===== src/rtl/machine_timer.sv =====
// Memory-mapped machine timer: 64-bit mtime/mtimecmp with prescaler, registered mtip.
// Reads and faults respond one cycle after the access; accepts one access per cycle, never stalls.
module machine_timer #(
  parameter int unsigned PRESCALE  = 1,
  parameter logic [31:0] BASE_ADDR = 32'h0000_8004
) (
  input  logic        clk,
  input  logic        rst_n,
  input  logic [31:0] mem_addr,
  input  logic [3:0]  mem_type,
  input  logic [31:0] mem_wdata,
  output logic        mem_hit,
  output logic [31:0] mem_rdata,
  output logic        mem_rvalid,
  output logic        mem_afault,
  output logic        mtip
);

  localparam logic [3:0]  MEM_LW        = 4'b1010;
  localparam logic [3:0]  MEM_SW        = 4'b1110;
  localparam logic [15:0] PRESCALE_LAST = 16'(PRESCALE - 1);

  logic [63:0] mtime, mtime_nxt;
  logic [63:0] mtimecmp, mtimecmp_nxt;
  logic [15:0] prescale_cnt;
  logic [31:0] mtime_high_shadow;
  logic [29:0] word_off;
  logic [1:0]  word_sel;
  logic        legal, do_load, do_store, tick;

  // BASE_ADDR is only word aligned, so decode by word offset rather than a fixed 16-byte block.
  assign word_off = mem_addr[31:2] - BASE_ADDR[31:2];
  assign word_sel = word_off[1:0];
  assign mem_hit  = mem_type[3] && (word_off < 30'd4);
  assign legal    = mem_hit && (mem_addr[1:0] == 2'b00) &&
                    ((mem_type == MEM_LW) || (mem_type == MEM_SW));
  assign do_load  = legal && (mem_type == MEM_LW);
  assign do_store = legal && (mem_type == MEM_SW);
  assign tick     = (prescale_cnt == PRESCALE_LAST);

  always_comb begin
    mtime_nxt    = tick ? (mtime + 64'd1) : mtime;
    mtimecmp_nxt = mtimecmp;
    if (do_store) begin
      // An mtime store overrides this cycle's increment so software sees exactly what it wrote.
      case (word_sel)
        2'd0: mtime_nxt    = {mtime[63:32], mem_wdata};
        2'd1: mtime_nxt    = {mem_wdata, mtime[31:0]};
        2'd2: mtimecmp_nxt = {mtimecmp[63:32], mem_wdata};
        2'd3: mtimecmp_nxt = {mem_wdata, mtimecmp[31:0]};
      endcase
    end
  end

  always_ff @(posedge clk) begin
    if (!rst_n) begin
      mtime             <= 64'd0;
      mtimecmp          <= 64'hFFFF_FFFF_FFFF_FFFF;
      prescale_cnt      <= 16'd0;
      mtime_high_shadow <= 32'd0;
      mem_rdata         <= 32'd0;
      mem_rvalid        <= 1'b0;
      mem_afault        <= 1'b0;
      mtip              <= 1'b0;
    end else begin
      prescale_cnt <= tick ? 16'd0 : (prescale_cnt + 16'd1);
      mtime        <= mtime_nxt;
      mtimecmp     <= mtimecmp_nxt;
      mtip         <= (mtime_nxt >= mtimecmp_nxt);
      mem_rvalid   <= do_load;
      mem_afault   <= mem_hit && !legal;
      if (do_load) begin
        // Reading the low half snapshots the high half so a 32-bit reader sees a consistent pair.
        case (word_sel)
          2'd0: begin
            mem_rdata         <= mtime[31:0];
            mtime_high_shadow <= mtime[63:32];
          end
          2'd1: mem_rdata <= mtime_high_shadow;
          2'd2: mem_rdata <= mtimecmp[31:0];
          2'd3: mem_rdata <= mtimecmp[63:32];
        endcase
      end
    end
  end

endmodule


===== config.mk =====
export PLATFORM = sky130hd
export DESIGN_NAME = machine_timer
export DESIGN_NICKNAME = d
export VERILOG_FILES = /design/src/rtl/machine_timer.sv
export SDC_FILE = /design/constraint.sdc
export NUM_CORES = 1
export LEC_CHECK = 0
export CORE_ASPECT_RATIO = 0.9
export CORE_MARGIN = 2
export CORE_UTILIZATION = 50
export CTS_BUF_LIST = sky130_fd_sc_hd__clkbuf_4
export DETAILED_ROUTE_END_ITERATION = 6
export PLACE_DENSITY = 0.74
export RECOVER_POWER = 100
export SYNTH_ARGS = -nofsm -noshare
export SYNTH_HDL_FRONTEND = slang
export SYNTH_SLANG_ARGS = --single-unit

===== constraint.sdc =====
create_clock -name clk -period 8 [get_ports clk]
set_input_delay 2 -clock clk [delete_from_list [all_inputs] [get_ports clk]]
set_output_delay 2 -clock clk [all_outputs]
set_load 0.05 [all_outputs]

# After elaboration in Yosys (flattened, before gate mapping)
# Index checks and enable logic that the tools add are counted.
dict set report op_classes {
  addsub 3
  magnitude_cmp 2
  n_eq_ne 5
  n_mux 6
  bitwise 1
  n_reduce_logical 13
}
# op n
set ops {}
lappend ops {{one-hot mux 64 bit (2 select lines)} 2}
lappend ops {{two-way mux 64 bit} 3}
lappend ops {{one-hot mux 32 bit (4 select lines)} 1}
lappend ops {{adder 64 x 1 -> 64 bit, second input constant} 1}
lappend ops {{greater-or-equal comparator 64 bit} 1}
lappend ops {{less-than comparator 30 x 3 -> 1 bit, second input constant} 1}
lappend ops {{subtractor 30 x 14 -> 30 bit, second input constant} 1}
lappend ops {{adder 16 x 1 -> 16 bit, second input constant} 1}
lappend ops {{logical NOT 16 bit} 1}
lappend ops {{== test 4 bit, second input constant} 2}
lappend ops {{logical AND 1 bit} 6}
lappend ops {{== test 2 bit, second input constant} 2}
lappend ops {{logical NOT 2 bit} 2}
lappend ops {{== test 2 x 1 -> 1 bit, second input constant} 1}
lappend ops {{AND reduction 2 bit} 1}
lappend ops {{OR reduction 2 bit} 1}
lappend ops {{logical NOT 1 bit} 1}
lappend ops {{logical OR 1 bit} 1}
lappend ops {{inverter 1 bit} 1}
dict set report word_totals {
  ff_bits 211
  inputBits 70
  output_inout_bits 36
}

# Logic depth before layout (Yosys ltp)
# Gate-level depths: netlist (run 1).
dict set report depth {
  word_depth 8
  depth_mapped 23
  ltp_nobuf 19
}

# Worst setup path after synthesis (run 1)
# No wires, ideal clock.
dict set report synth_path {
  kind {input to register}
  from {in mem_addr[19]}
  to {reg mtip}
  setup_time_ns 0.127
  t_arrival_ns 6.207
  path_slack_ns 1.666
  path_stages 19
  cell_sequence {or4_4 -> nand2b_4 -> or4b_1 -> xor2_1 -> nand3_2 -> nor3_2 -> buf_6 -> buf_2 -> a21oi_1 -> or2_2 -> ha_1 -> a21o_1 -> a21o_1 -> a21oi_1 -> nor2_1 -> a2111oi_0 -> a2111oi_0 -> o31ai_1 -> a31oi_1}
}
dict set report synth_via {
  elab_chain_cells 8
}
# item line_no
set synth_rtl {}
lappend synth_rtl {{from (decl)} 9} ;# input logic [31:0] mem_addr,
lappend synth_rtl {{subtractor 30 x 14 -> 30 bit} 32} ;# assign word_off = mem_addr[31:2] - BASE_ADDR[31:2];
lappend synth_rtl {{less-than comparator 30 x 3 -> 1 bit} 34} ;# assign mem_hit = mem_type[3] && (word_off < 30'd4);
lappend synth_rtl {{logical AND 1 bit} 34}
lappend synth_rtl {{logical AND 1 bit (2 in series)} 35} ;# assign legal = mem_hit && (mem_addr[1:0] == 2'b00) &&
lappend synth_rtl {{logical AND 1 bit} 38} ;# assign do_store = legal && (mem_type == MEM_SW);
lappend synth_rtl {{two-way mux 64 bit} 44} ;# if (do_store) begin
lappend synth_rtl {{via mtime_nxt[9]} 23} ;# logic [63:0] mtime, mtime_nxt;
lappend synth_rtl {{greater-or-equal comparator 64 bit} 69} ;# mtip <= (mtime_nxt >= mtimecmp_nxt);
lappend synth_rtl {{to (signal assigned)} 69}
lappend synth_rtl {{to (decl)} 16} ;# output logic mtip
# The timed path passes the listed nets, and every way through them passes these cells.
# A chain may end at the register's enable or synchronous reset.

# Final worst setup path (run 1)
dict set report layout_path {
  from {in mem_addr[14]}
  to {out mem_hit}
}
dict set report layout_via {
  elab_chain_cells 3
}
# item line_no
set layout_rtl {}
lappend layout_rtl {{subtractor 30 x 14 -> 30 bit} 32}
lappend layout_rtl {{less-than comparator 30 x 3 -> 1 bit} 34}
lappend layout_rtl {{logical AND 1 bit} 34}
lappend layout_rtl {{to (decl)} 12} ;# output logic mem_hit,
# No other way between the ends.

==> qor.json, run 1 <==
{
  "layout_commonest_cell": {"value": "sky130_fd_sc_hd__nand2_1"},
  "die_area": {"value": 26700, "unit": "um^2"},
  "part_of_the_yosys_area_used_for_sequential_elements": {"value": 33.3, "unit": "%"},
  "reg2reg_slack": {"value": 2.50, "unit": "ns"},
  "min_path_type": {"value": "flop to flop"},
  "global_route_congestion_overflow_total": {"value": 0},
  "cts_buffers": {"value": 58},
  "hold-path-cell-count": {"value": 2},
  "postSynthAreaPerCell": {"value": 8.11, "unit": "um^2"},
  "post-cts-setup-buffer-count": {"value": 0},
  "final_nets": {"value": 1799},
  "max-vdd-ir-drop": {"value": 0.000128, "unit": "V"},
  "yosys-top-cells-area": {"value": "sky130_fd_sc_hd__dfxtp_1 33%, sky130_fd_sc_hd__nand2_1 8.0%, sky130_fd_sc_hd__ha_1 7.1%, sky130_fd_sc_hd__a21oi_1 5.2%, sky130_fd_sc_hd__a221o_1 5.2%"},
  "critical-path-slowest-cell": {"value": "sky130_fd_sc_hd__nor4_1"},
  "result_of_the_run": {"value": "complete, but fails checks"},
  "die_extent_in_y": {"value": 155, "unit": "um"},
  "maxSlewHeadroom": {"value": 8.98, "unit": "%"},
  "grt_first_pass_wirelength": {"value": 70300, "unit": "um"},
  "initialDrtViolationCount": {"value": 1926},
  "syn_area": {"value": 12700, "unit": "um^2"},
  "syn-num-nets": {"value": 1707},
  "layout.cells.most_common_list": {"value": "272 x sky130_fd_sc_hd__nand2_1, 211 x sky130_fd_sc_hd__dfxtp_1, 133 x sky130_fd_sc_hd__a21oi_1, 88 x sky130_fd_sc_hd__clkbuf_4, 80 x sky130_fd_sc_hd__a22oi_1"},
  "yosysWarningCount": {"value": 0},
  "critical_path_required": {"value": 6.00, "unit": "ns"},
  "tns": {"value": 0, "unit": "ns"},
  "worst_hold_startpoint": {"value": "mem_rdata[26]"},
  "initial_utilization": {"value": 50.7, "unit": "%"},
  "cts_resized": {"value": 0},
  "tritoncts_clock_tree": {"value": "yes"},
  "power_per_cell_area": {"value": 147, "unit": "nW/um^2"},
  "num_vias": {"value": 13600},
  "worst_r2r_endpoint": {"value": "mtip"},
  "synth_cell_types": {"value": 77},
  "dr.pass1.iters": {"value": 7},
  "synth-main-ff-cell": {"value": "sky130_fd_sc_hd__dfxtp_1"},
  "ys_seq_elements": {"value": 211},
  "clkLatencyLatePin": {"value": 0.71, "unit": "ns"},
  "setup.worst_path.start_class": {"value": "input pin"},
  "worst-slew-pin-transition": {"value": 1.37, "unit": "ns"},
  "drv_cap": {"value": 0},
  "crit_path_dat": {"value": 5.53, "unit": "ns"},
  "rsz0062_at_grt": {"value": "no"},
  "hold_viol": {"value": 0},
  "final-setup-viol-count": {"value": 0},
  "synthDominantCellAreaShare": {"value": 33.3, "unit": "%"},
  "core_region_area": {"value": 25000, "unit": "um^2"},
  "total_leakage_power": {"value": 6.01, "unit": "nW"},
  "finalMaxSlewViolations": {"value": 0},
  "cts-htree-levels": {"value": 2},
  "finalPower": {"value": 2.17, "unit": "mW"},
  "total_length_of_routed_wires": {"value": 45000, "unit": "um"},
  "clk_pin_slew": {"value": 0.06, "unit": "ns"},
  "setup.worst_path.end_class": {"value": "primary output"},
  "io_buffer_count": {"value": 105},
  "grt_start_max_net_pins": {"value": 68},
  "detail_route.drc_violations": {"value": 3},
  "wl_per_cell": {"value": 22.1, "unit": "um"},
  "antenna_found_initial": {"value": 1},
  "area_growth_syn_to_layout": {"value": 16.0, "unit": "%"},
  "grt.total_usage": {"value": 33.2, "unit": "%"},
  "synth-edff-count": {"value": 0},
  "io_pins": {"value": 106},
  "netlist_instances": {"value": 1565},
  "finalWeightedCongestion": {"value": 0.963},
  "setup.worst_path.class": {"value": "input pin to primary output"},
  "final_min_period_over_clock_period": {"value": 94.1, "unit": "%"},
  "min_delay_worst_endpoint": {"value": "mem_rdata[26]"},
  "cts_hold_repair.buffers": {"value": 0},
  "final_antenna_net_count": {"value": 0},
  "failed_checks": {"value": "design-rule violations"},
  "cts_root_buf": {"value": "sky130_fd_sc_hd__clkbuf_4"},
  "max_fanout_on_critical_path": {"value": 6},
  "rows": {"value": 55},
  "cts_num_sinks": {"value": 211},
  "worst_r2r_startpoint": {"value": "prescale_cnt[0]"},
  "hpwlAfterDp": {"value": 31100, "unit": "um"},
  "clock_skews": {"value": 0.0486, "unit": "ns"},
  "die_w": {"value": 172, "unit": "um"},
  "yosys.area.top_type": {"value": "sky130_fd_sc_hd__dfxtp_1"},
  "finalWorstPathRequiredPeriod": {"value": 7.53, "unit": "ns"},
  "fmax": {"value": 133, "unit": "MHz"},
  "critical-path-max-stage-delay": {"value": 0.73, "unit": "ns"},
  "synthArstFlopShare": {"value": 0, "unit": "%"},
  "crit_chain": {"value": "clkdlybuf4s50_1 > nor4_1 > a41oi_1 > or4b_1 > xor2_1 > nand4_1 > inv_1 > clkbuf_1"},
  "cts-root-to-sink-buffers": {"value": 3},
  "layout-drive-gt1-share": {"value": 9.65, "unit": "%"},
  "r2r.worst_path.cells": {"value": 19},
  "route.detailed.vias_per_inst": {"value": 6.68},
  "grt_pass1_vias": {"value": 12800}
}
## through the flow
stage	setup slack (ns)	utilization (%)	cells	area, um^2	hold slack (ns)
detailed placement	0.409	56.2	1939	14100	0.444
global placement	0.461	56.2	1939	14100	0.438
floorplan	1.67	-	1565	12700	0.431
CTS	1.10	59.0	2041	14800	0.453
global route	0.306	58.8	2042	14700	0.461
finish	0.473	58.8	2042	14700	0.445
## Yosys cell counts, types with 4 or more instances
master,count
sky130_fd_sc_hd__nand2_1,272
sky130_fd_sc_hd__dfxtp_1,211
sky130_fd_sc_hd__a21oi_1,133
sky130_fd_sc_hd__clkbuf_1,83
sky130_fd_sc_hd__a22oi_1,80
sky130_fd_sc_hd__o21ai_0,79
sky130_fd_sc_hd__ha_1,72
sky130_fd_sc_hd__a221o_1,66
sky130_fd_sc_hd__nand3_1,50
sky130_fd_sc_hd__nor2_1,50
sky130_fd_sc_hd__a31oi_1,34
sky130_fd_sc_hd__a222oi_1,32
sky130_fd_sc_hd__inv_1,31
sky130_fd_sc_hd__nor3_1,31
sky130_fd_sc_hd__nand4_1,28
sky130_fd_sc_hd__and3_1,27
sky130_fd_sc_hd__buf_2,23
sky130_fd_sc_hd__a21o_1,22
sky130_fd_sc_hd__a32oi_1,22
sky130_fd_sc_hd__or3_1,18
sky130_fd_sc_hd__o311ai_0,14
sky130_fd_sc_hd__and2_1,13
sky130_fd_sc_hd__nor4_1,12
sky130_fd_sc_hd__and4_1,10
sky130_fd_sc_hd__xor2_1,9
sky130_fd_sc_hd__o211ai_1,8
sky130_fd_sc_hd__o21a_1,7
sky130_fd_sc_hd__o31a_1,7
sky130_fd_sc_hd__o31ai_1,7
sky130_fd_sc_hd__or4_1,7
sky130_fd_sc_hd__buf_6,6
sky130_fd_sc_hd__or2_2,6
sky130_fd_sc_hd__xnor2_1,6
sky130_fd_sc_hd__a2bb2oi_1,5
sky130_fd_sc_hd__a2111oi_0,4
sky130_fd_sc_hd__nor4_4,4
sky130_fd_sc_hd__nor4b_1,4
sky130_fd_sc_hd__or2_1,4
## how the worst max path moves through the flow
stage	end	start	depth (start not counted)	slack [ns]
2_1_floorplan	mtip	mem_addr[19]	19	1.67
3_3_place_gp	mtip	mem_addr[13]	19	0.46
3_5_place_dp	mtip	mem_addr[13]	18	0.41
4_1_cts	mtip	mem_addr[13]	18	1.10
5_1_grt	mtip	mem_addr[13]	17	0.31
6_report	mem_hit	mem_addr[14]	8	0.47
## report_power, final
group	switching, mW	leakage (nW)	internal, mW
Combinational	0.0904	3.87	0.0528
Clock	0.474	0.430	0.497
Sequential	0.00215	1.70	1.05
## layout make-up
type                            instances  area, um^2
Timing Repair Buffer                  151        1410
Clock buffer                           88         661
Inverter                               32         125
Tap cell                              342         428
Antenna cell                            1        2.50
Multi-Input combinational cell       1203        7820
Sequential cell                       211        4220
Clock inverter                         14        57.6
Fill cell                            2372       10300
## metal layers
| layer | GRT usage [%] | vias up | routed length, um |
|---|---|---|---|
| li1 | - | 6250 | - |
| met2 | 50.4 | 893 | 19600 |
| met5 | 0 | - | 0 |
| met4 | 12.4 | 0 | 1680 |
| met3 | 7.40 | 157 | 5470 |
| met1 | 46.0 | 6338 | 18300 |
## critical path, delay by kind of cell
kind            cells  cell delay [ns]
compound gates      1             0.41
xor+xnor            1             0.33
buf+inv             3             1.16
simple gates        3             1.62
## state kept, by name, indices dropped and copies added (netlist names)
| signal | count |
|---|---|
| mem_afault | 1 |
| mem_rdata | 32 |
| mem_rvalid | 1 |
| mtime | 64 |
| mtime_high_shadow | 32 |
| mtimecmp | 64 |
| mtip | 1 |
| prescale_cnt | 16 |
## kinds of logic after synthesis
family,count (synthesis),share of synthesized area (%)
flip-flops,211,33.3
AO/OA/AOI/OAI,544,30.4
XOR/XNOR,15,1.04
AND/OR/NAND/NOR,568,22.6
buffers and inverters,151,5.22
multiplexers,4,0.335
adder cells (fa/ha/maj),72,7.10
No activity file was read; power rests on OpenSTA's default activity.
==> run 2: changes to the inputs <==
CORE_MARGIN = unset   (was 2)
==> run 2 against run 1 <==
  * The run ends with design-rule violations, max-capacitance violations, max-slew violations left
  * Critical endpoint unchanged
  * Flip-flop and latch count unchanged
  * Final area decreased by 0.66%
  * Combinational power about the same
  * Non-clock buffer count increased by 7
  * Maximum frequency increased by 2.9%
  * Critical path depth unchanged
  * Core utilization increased by 0.69 points
  * Die area decreased by 2.4%
  * Clock skew increased by 0.013 ns
  * Sequential share of layout area increased by 0.19 points
  * Hold slack got worse by 0.00082 ns
==> qor.json, run 2 (synthesis gave the netlist of run 1 again) <==
{
  "critical_path_required": {"value": 6.00, "unit": "ns"},
  "finalPower": {"value": 2.17, "unit": "mW"},
  "multiInputGateArea": {"value": 7760, "unit": "um^2"},
  "wl_per_cell": {"value": 22.3, "unit": "um"},
  "cts_hold_repair.buffers": {"value": 0},
  "cts_buffers": {"value": 57},
  "io_pins": {"value": 106},
  "cts_root_buf": {"value": "sky130_fd_sc_hd__clkbuf_4"},
  "final-seq-area": {"value": 4220, "unit": "um^2"},
  "worst-slew-pin-transition": {"value": 1.91, "unit": "ns"},
  "tns": {"value": 0, "unit": "ns"},
  "cts-root-to-sink-buffers": {"value": 3},
  "cts_num_sinks": {"value": 211},
  "area_growth_syn_to_layout": {"value": 15.3, "unit": "%"},
  "finalWeightedCongestion": {"value": 0.964},
  "die_area": {"value": 26000, "unit": "um^2"},
  "num-fill-cells": {"value": 2325},
  "max_fanout_on_critical_path": {"value": 6},
  "final-setup-viol-count": {"value": 0},
  "clkPwrFrac": {"value": 44.8, "unit": "%"},
  "initialDrtViolationCount": {"value": 2132},
  "clkLatencyLatePin": {"value": 0.72, "unit": "ns"},
  "crit_path_dat": {"value": 5.31, "unit": "ns"},
  "top_layer": {"value": "met4"},
  "fmax": {"value": 137, "unit": "MHz"},
  "p_comb_share": {"value": 6.5, "unit": "%"},
  "layout_commonest_cell": {"value": "sky130_fd_sc_hd__nand2_1"},
  "finalWorstPathRequiredPeriod": {"value": 7.31, "unit": "ns"},
  "route.layer.met1.wl": {"value": 19400, "unit": "um"},
  "final_antenna_net_count": {"value": 0},
  "wl_met2": {"value": 19400, "unit": "um"},
  "power_frac_seq": {"value": 48.7, "unit": "%"},
  "power_per_cell_area": {"value": 148, "unit": "nW/um^2"},
  "tritoncts_clock_tree": {"value": "yes"},
  "fin_hold_ws": {"value": 0.444, "unit": "ns"},
  "num_vias": {"value": 13700},
  "hpwlAfterDp": {"value": 31400, "unit": "um"},
  "final_min_period_over_clock_period": {"value": 91.4, "unit": "%"},
  "grt_first_pass_wirelength": {"value": 70900, "unit": "um"},
  "failed_checks": {"value": "design-rule violations, max-capacitance violations, max-slew violations"},
  "rsz0062_at_grt": {"value": "no"},
  "largest_registers": {"value": "mtime (64), mtimecmp (64)"},
  "cts_resized": {"value": 0},
  "setup.worst_path.start_class": {"value": "input pin"},
  "layout-drive-gt1-share": {"value": 9.27, "unit": "%"},
  "power.switching": {"value": 0.561, "unit": "mW"},
  "maxSlewHeadroom": {"value": -28.4, "unit": "%"},
  "global_route_congestion_overflow_total": {"value": 0},
  "grt_start_max_net_pins": {"value": 98},
  "clock_skews": {"value": 0.0619, "unit": "ns"},
  "detail_route.drc_violations": {"value": 5},
  "setup.worst_path.end_class": {"value": "primary output"},
  "initial_utilization": {"value": 51.6, "unit": "%"},
  "layout.cells.most_common_list": {"value": "272 x sky130_fd_sc_hd__nand2_1, 211 x sky130_fd_sc_hd__dfxtp_1, 133 x sky130_fd_sc_hd__a21oi_1, 89 x sky130_fd_sc_hd__clkbuf_4, 80 x sky130_fd_sc_hd__a22oi_1"},
  "result_of_the_run": {"value": "complete, but fails checks"},
  "max-vdd-ir-drop": {"value": 0.000150, "unit": "V"},
  "drv_cap": {"value": 2},
  "intPower": {"value": 1.60, "unit": "mW"},
  "final_nets": {"value": 1805},
  "min_path_type": {"value": "flop to flop"},
  "met3_length": {"value": 5270, "unit": "um"},
  "rows": {"value": 54},
  "setup.worst_path.class": {"value": "input pin to primary output"},
  "antenna_found_initial": {"value": 1},
  "die_w": {"value": 170, "unit": "um"},
  "hold_viol": {"value": 0},
  "die_extent_in_y": {"value": 153, "unit": "um"},
  "clk_pin_slew": {"value": 0.06, "unit": "ns"},
  "core_region_area": {"value": 24600, "unit": "um^2"},
  "total_length_of_routed_wires": {"value": 45600, "unit": "um"},
  "cts-htree-levels": {"value": 2},
  "total_leakage_power": {"value": 5.94, "unit": "nW"},
  "dr.pass1.iters": {"value": 7},
  "io_buffer_count": {"value": 105},
  "finalMaxSlewViolations": {"value": 14},
  "route.detailed.vias_per_inst": {"value": 6.71},
  "grt.total_usage": {"value": 34.4, "unit": "%"},
  "grt_pass1_vias": {"value": 12800},
  "sw_frac_of_total": {"value": 25.9, "unit": "%"},
  "post-cts-setup-buffer-count": {"value": 0}
}
-- run 2: cell count changes in the layout (fill, tap and decap cells not counted), sizes merged --
cell,delta
clkdlybuf4s50,+1
dlygate4sd3,-1
clkinv,-2
clkbuf,+8
clkinvlp,-1
-- run 2: layout make-up --
| type | count | area share [%] |
|---|---|---|
| clock inverter | 11 | 0.316 |
| timing repair buffer | 158 | 9.47 |
| inverter | 32 | 0.855 |
| tap | 336 | 2.87 |
| multi-input combinational | 1203 | 53.0 |
| sequential | 211 | 28.9 |
| clock buffer | 89 | 4.57 |
| antenna | 1 | 0.0171 |
-- run 2: worst max-delay path: stages --
cell                              delay, ns
sky130_fd_sc_hd__clkdlybuf4s50_1       0.42
sky130_fd_sc_hd__nor4_1                0.64
sky130_fd_sc_hd__a41oi_1               0.40
sky130_fd_sc_hd__or4b_1                0.60
sky130_fd_sc_hd__xor2_1                0.29
sky130_fd_sc_hd__nand4_1               0.30
sky130_fd_sc_hd__inv_1                 0.16
sky130_fd_sc_hd__clkbuf_1              0.51
-- run 2: path summary, 6_finish.rpt --
check | cells past startpoint | end | startpoint | slack, ns
hold reg to reg | 2 | mem_rdata[22] | mem_rdata[22] | 0.44
hold / removal | 2 | mem_rdata[22] | mem_rdata[22] | 0.44
setup reg to reg | 17 | mtip | prescale_cnt[8] | 2.60
setup / recovery | 8 | mem_hit | mem_addr[13] | 0.69
-- run 2: power by group through the flow --
stage / clock network (mW) / logic (mW) / registers (mW)
after floorplan: 0 / 0.0596 / 1.08
after global placement: 0 / 0.138 / 1.08
after detailed placement: 0 / 0.138 / 1.08
after CTS: 0.981 / 0.139 / 1.05
after global routing: 1.04 / 0.150 / 1.05
final: 0.971 / 0.141 / 1.05
-- run 2: metal layers --
metal	track usage [%]	vias to the layer above
met1	48.0	6487
met2	50.8	818
met4	13.9	0
li1	-	6265
met5	0	-
met3	8.05	118
-- run 2: through the flow --
stage / setup WS (ns) / utilization, % / instance area [um^2] / instances
final: 0.685 / 59.5 / 14600 / 2041
after detailed placement: 0.413 / 57.2 / 14100 / 1940
after global routing: 0.419 / 59.5 / 14600 / 2041
after floorplan: 1.67 / - / 12700 / 1565
after CTS: 1.11 / 60.1 / 14800 / 2040
after global placement: 0.483 / 57.2 / 14100 / 1940
==> run 3: changes to the inputs <==
CELL_PAD_IN_SITES_DETAIL_PLACEMENT = 1   (was unset)
CELL_PAD_IN_SITES_GLOBAL_PLACEMENT = 2   (was unset)
CORE_UTILIZATION = 36   (was 50)
PLACE_DENSITY = 0.86   (was 0.74)
==> run 3 against run 2 <==
  * The run ends with max-capacitance violations, max-slew violations left
  * Cell count up 6.9%
  * Non-clock buffer count is 2 higher
  * Highest routed layer unchanged
  * Clock skew down 0.0055 ns
  * Register-to-register slack lost 0.44 ns
  * Combinational power grew 4%
  * Clock power is 6% higher
  * Flip-flop and latch count unchanged
  * Die area is 38% higher
  * Hold slack improved by 0.0034 ns
  * Core utilization shrank 16 points
==> qor.json, run 3 (synthesis gave the netlist of run 1 again) <==
{
  "io_pins": {"value": 106},
  "cts-root-to-sink-buffers": {"value": 3},
  "worst-slew-pin-transition": {"value": 1.51, "unit": "ns"},
  "layout_commonest_cell": {"value": "sky130_fd_sc_hd__nand2_1"},
  "timing.critical_path.buf_inv": {"value": 5},
  "largest_registers": {"value": "mtime (64), mtimecmp (64)"},
  "use_met1": {"value": 41.1, "unit": "%"},
  "final-setup-viol-count": {"value": 0},
  "rsz0062_at_grt": {"value": "no"},
  "route.detailed.vias_per_inst": {"value": 6.25},
  "critical_path_required": {"value": 8.69, "unit": "ns"},
  "fin_hold_ws": {"value": 0.448, "unit": "ns"},
  "setup.worst_path.start_class": {"value": "input pin"},
  "power_per_cell_area": {"value": 149, "unit": "nW/um^2"},
  "core_region_area": {"value": 34400, "unit": "um^2"},
  "gr-usage-met2": {"value": 44.1, "unit": "%"},
  "detail_route.drc_violations": {"value": 0},
  "drv_cap": {"value": 1},
  "grt_first_pass_wirelength": {"value": 80500, "unit": "um"},
  "dp_cells": {"value": 2068},
  "fmax": {"value": 132, "unit": "MHz"},
  "hpwlAfterDp": {"value": 36700, "unit": "um"},
  "grt.met3_usage": {"value": 4.44, "unit": "%"},
  "rows": {"value": 64},
  "initialDrtViolationCount": {"value": 1205},
  "crit_chain": {"value": "dlygate4sd3_1 > inv_1 > ha_1 > buf_4 > o21ai_0 > nor4_1 > nand2b_1 > o31ai_1 > and3_2 > buf_4 > and4_2 > clkbuf_1 > a22oi_1 > ha_1 > a21o_1 > a21o_1 > a21oi_1 > o21ai_0 > nand3_1 > a21o_1 > a31oi_1"},
  "area_growth_syn_to_layout": {"value": 17.7, "unit": "%"},
  "maxSlewHeadroom": {"value": -0.473, "unit": "%"},
  "wl_per_cell": {"value": 23.7, "unit": "um"},
  "result_of_the_run": {"value": "complete, but fails checks"},
  "final_antenna_net_count": {"value": 0},
  "finalNonFillerCells": {"value": 2181},
  "hold_viol": {"value": 0},
  "io_buffer_count": {"value": 105},
  "min_path_type": {"value": "flop to flop"},
  "clk_pin_slew": {"value": 0.07, "unit": "ns"},
  "crit_top_cell": {"value": "sky130_fd_sc_hd__a21o_1"},
  "initial_utilization": {"value": 36.9, "unit": "%"},
  "finalWorstPathRequiredPeriod": {"value": 7.55, "unit": "ns"},
  "dpl-instance-area": {"value": 14300, "unit": "um^2"},
  "critical-path-max-stage-delay": {"value": 0.92, "unit": "ns"},
  "clkLatencyLatePin": {"value": 0.78, "unit": "ns"},
  "finalWeightedCongestion": {"value": 0.930},
  "max-vdd-ir-drop": {"value": 0.0000759, "unit": "V"},
  "dr.pass1.iters": {"value": 6},
  "cts-htree-levels": {"value": 2},
  "total_leakage_power": {"value": 6.02, "unit": "nW"},
  "die_area": {"value": 36000, "unit": "um^2"},
  "cts_buffers": {"value": 59},
  "cts_num_sinks": {"value": 211},
  "tns": {"value": 0, "unit": "ns"},
  "cp_top_family": {"value": "buffers and inverters"},
  "critical-path-slowest-cell": {"value": "sky130_fd_sc_hd__clkbuf_1"},
  "antenna_found_initial": {"value": 2},
  "layout.cell_area.non_filler": {"value": 14900, "unit": "um^2"},
  "die_w": {"value": 200, "unit": "um"},
  "cts_hold_repair.buffers": {"value": 0},
  "grt.total_usage": {"value": 28.6, "unit": "%"},
  "max_fanout_on_critical_path": {"value": 38},
  "layout-drive-gt1-share": {"value": 9.84, "unit": "%"},
  "timing.critical_path.from": {"value": "mem_addr[2]"},
  "grt_busiest_layer": {"value": "met2"},
  "finalPower": {"value": 2.23, "unit": "mW"},
  "layout.cells.most_common_list": {"value": "272 x sky130_fd_sc_hd__nand2_1, 211 x sky130_fd_sc_hd__dfxtp_1, 133 x sky130_fd_sc_hd__a21oi_1, 88 x sky130_fd_sc_hd__clkbuf_4, 80 x sky130_fd_sc_hd__a22oi_1"},
  "clock_skews": {"value": 0.0564, "unit": "ns"},
  "reg2reg_slack": {"value": 2.16, "unit": "ns"},
  "setup.worst_path.end_class": {"value": "flop"},
  "worst_r2r_startpoint": {"value": "prescale_cnt[9]"},
  "num-fill-cells": {"value": 4165},
  "cts_resized": {"value": 0},
  "finalMaxSlewViolations": {"value": 18},
  "die_extent_in_y": {"value": 180, "unit": "um"},
  "num_vias": {"value": 13600},
  "total_length_of_routed_wires": {"value": 51700, "unit": "um"},
  "worst_hold_startpoint": {"value": "mem_rdata[12]"},
  "grt_pass1_vias": {"value": 13800},
  "failed_checks": {"value": "max-capacitance violations, max-slew violations"},
  "tritoncts_clock_tree": {"value": "yes"},
  "grt_start_max_net_pins": {"value": 105},
  "final_min_period_over_clock_period": {"value": 94.4, "unit": "%"},
  "cts_root_buf": {"value": "sky130_fd_sc_hd__clkbuf_4"},
  "setup.worst_path.class": {"value": "input pin to flop"},
  "final_nets": {"value": 1809},
  "crit_path_dat": {"value": 8.23, "unit": "ns"},
  "post-cts-setup-buffer-count": {"value": 0},
  "global_route_congestion_overflow_total": {"value": 0}
}
-- run 3: power breakdown --
group	switching (mW)	internal (mW)
clock network	0.519	0.507
registers	0.00210	1.05
logic	0.0937	0.0532
total	0.615	1.61
-- run 3: final timing paths --
kind,depth (start not counted),to
setup reg to reg,16,mtip
hold reg to reg,2,mem_rdata[12]
hold / removal,2,mem_rdata[12]
setup / recovery,21,mtip
-- run 3: cell type report --
class	instances	area (um^2)	share of cell area [%]
repair buffers	160	1430	9.58
clock buffers	88	661	4.42
inverters	32	125	0.838
clock inverters	23	104	0.695
well taps	462	578	3.87
diodes	2	5.00	0.0335
multi-input cells	1203	7810	52.3
flip-flops and latches	211	4220	28.3
-- run 3: stage by stage --
step           setup WS (ns)  utilization [%]
2_1_floorplan           1.67                -
3_3_place_gp           0.112             41.5
3_5_place_dp          0.0269             41.5
4_1_cts                0.814             43.7
5_1_grt                0.176             43.5
6_report               0.450             43.5
-- run 3: worst reg2reg max path, cell delays in order (launching register included) --
cell and delay (ns):
sky130_fd_sc_hd__dfxtp_1 0.34, sky130_fd_sc_hd__nor4_1 0.50, sky130_fd_sc_hd__and4_1 0.49, sky130_fd_sc_hd__nand4_1 0.47, sky130_fd_sc_hd__nor3_1 0.98, sky130_fd_sc_hd__o311ai_0 0.71, sky130_fd_sc_hd__o211ai_1 0.41, sky130_fd_sc_hd__nand3_1 0.13
sky130_fd_sc_hd__ha_1 0.31, sky130_fd_sc_hd__nand2_1 0.07, sky130_fd_sc_hd__nor3_1 0.16, sky130_fd_sc_hd__buf_4 0.18, sky130_fd_sc_hd__and4_1 0.31, sky130_fd_sc_hd__nand2_1 0.12, sky130_fd_sc_hd__nor3_1 0.28, sky130_fd_sc_hd__o31ai_1 0.11
sky130_fd_sc_hd__a31oi_1 0.19
-- run 3: layer usage --
metal  vias up  part of all wire, %
li1       6274                    -
met1      6767                   47
met2       517                   45
met3        73                  6.9
met4         0                  1.8
met5         -                    0
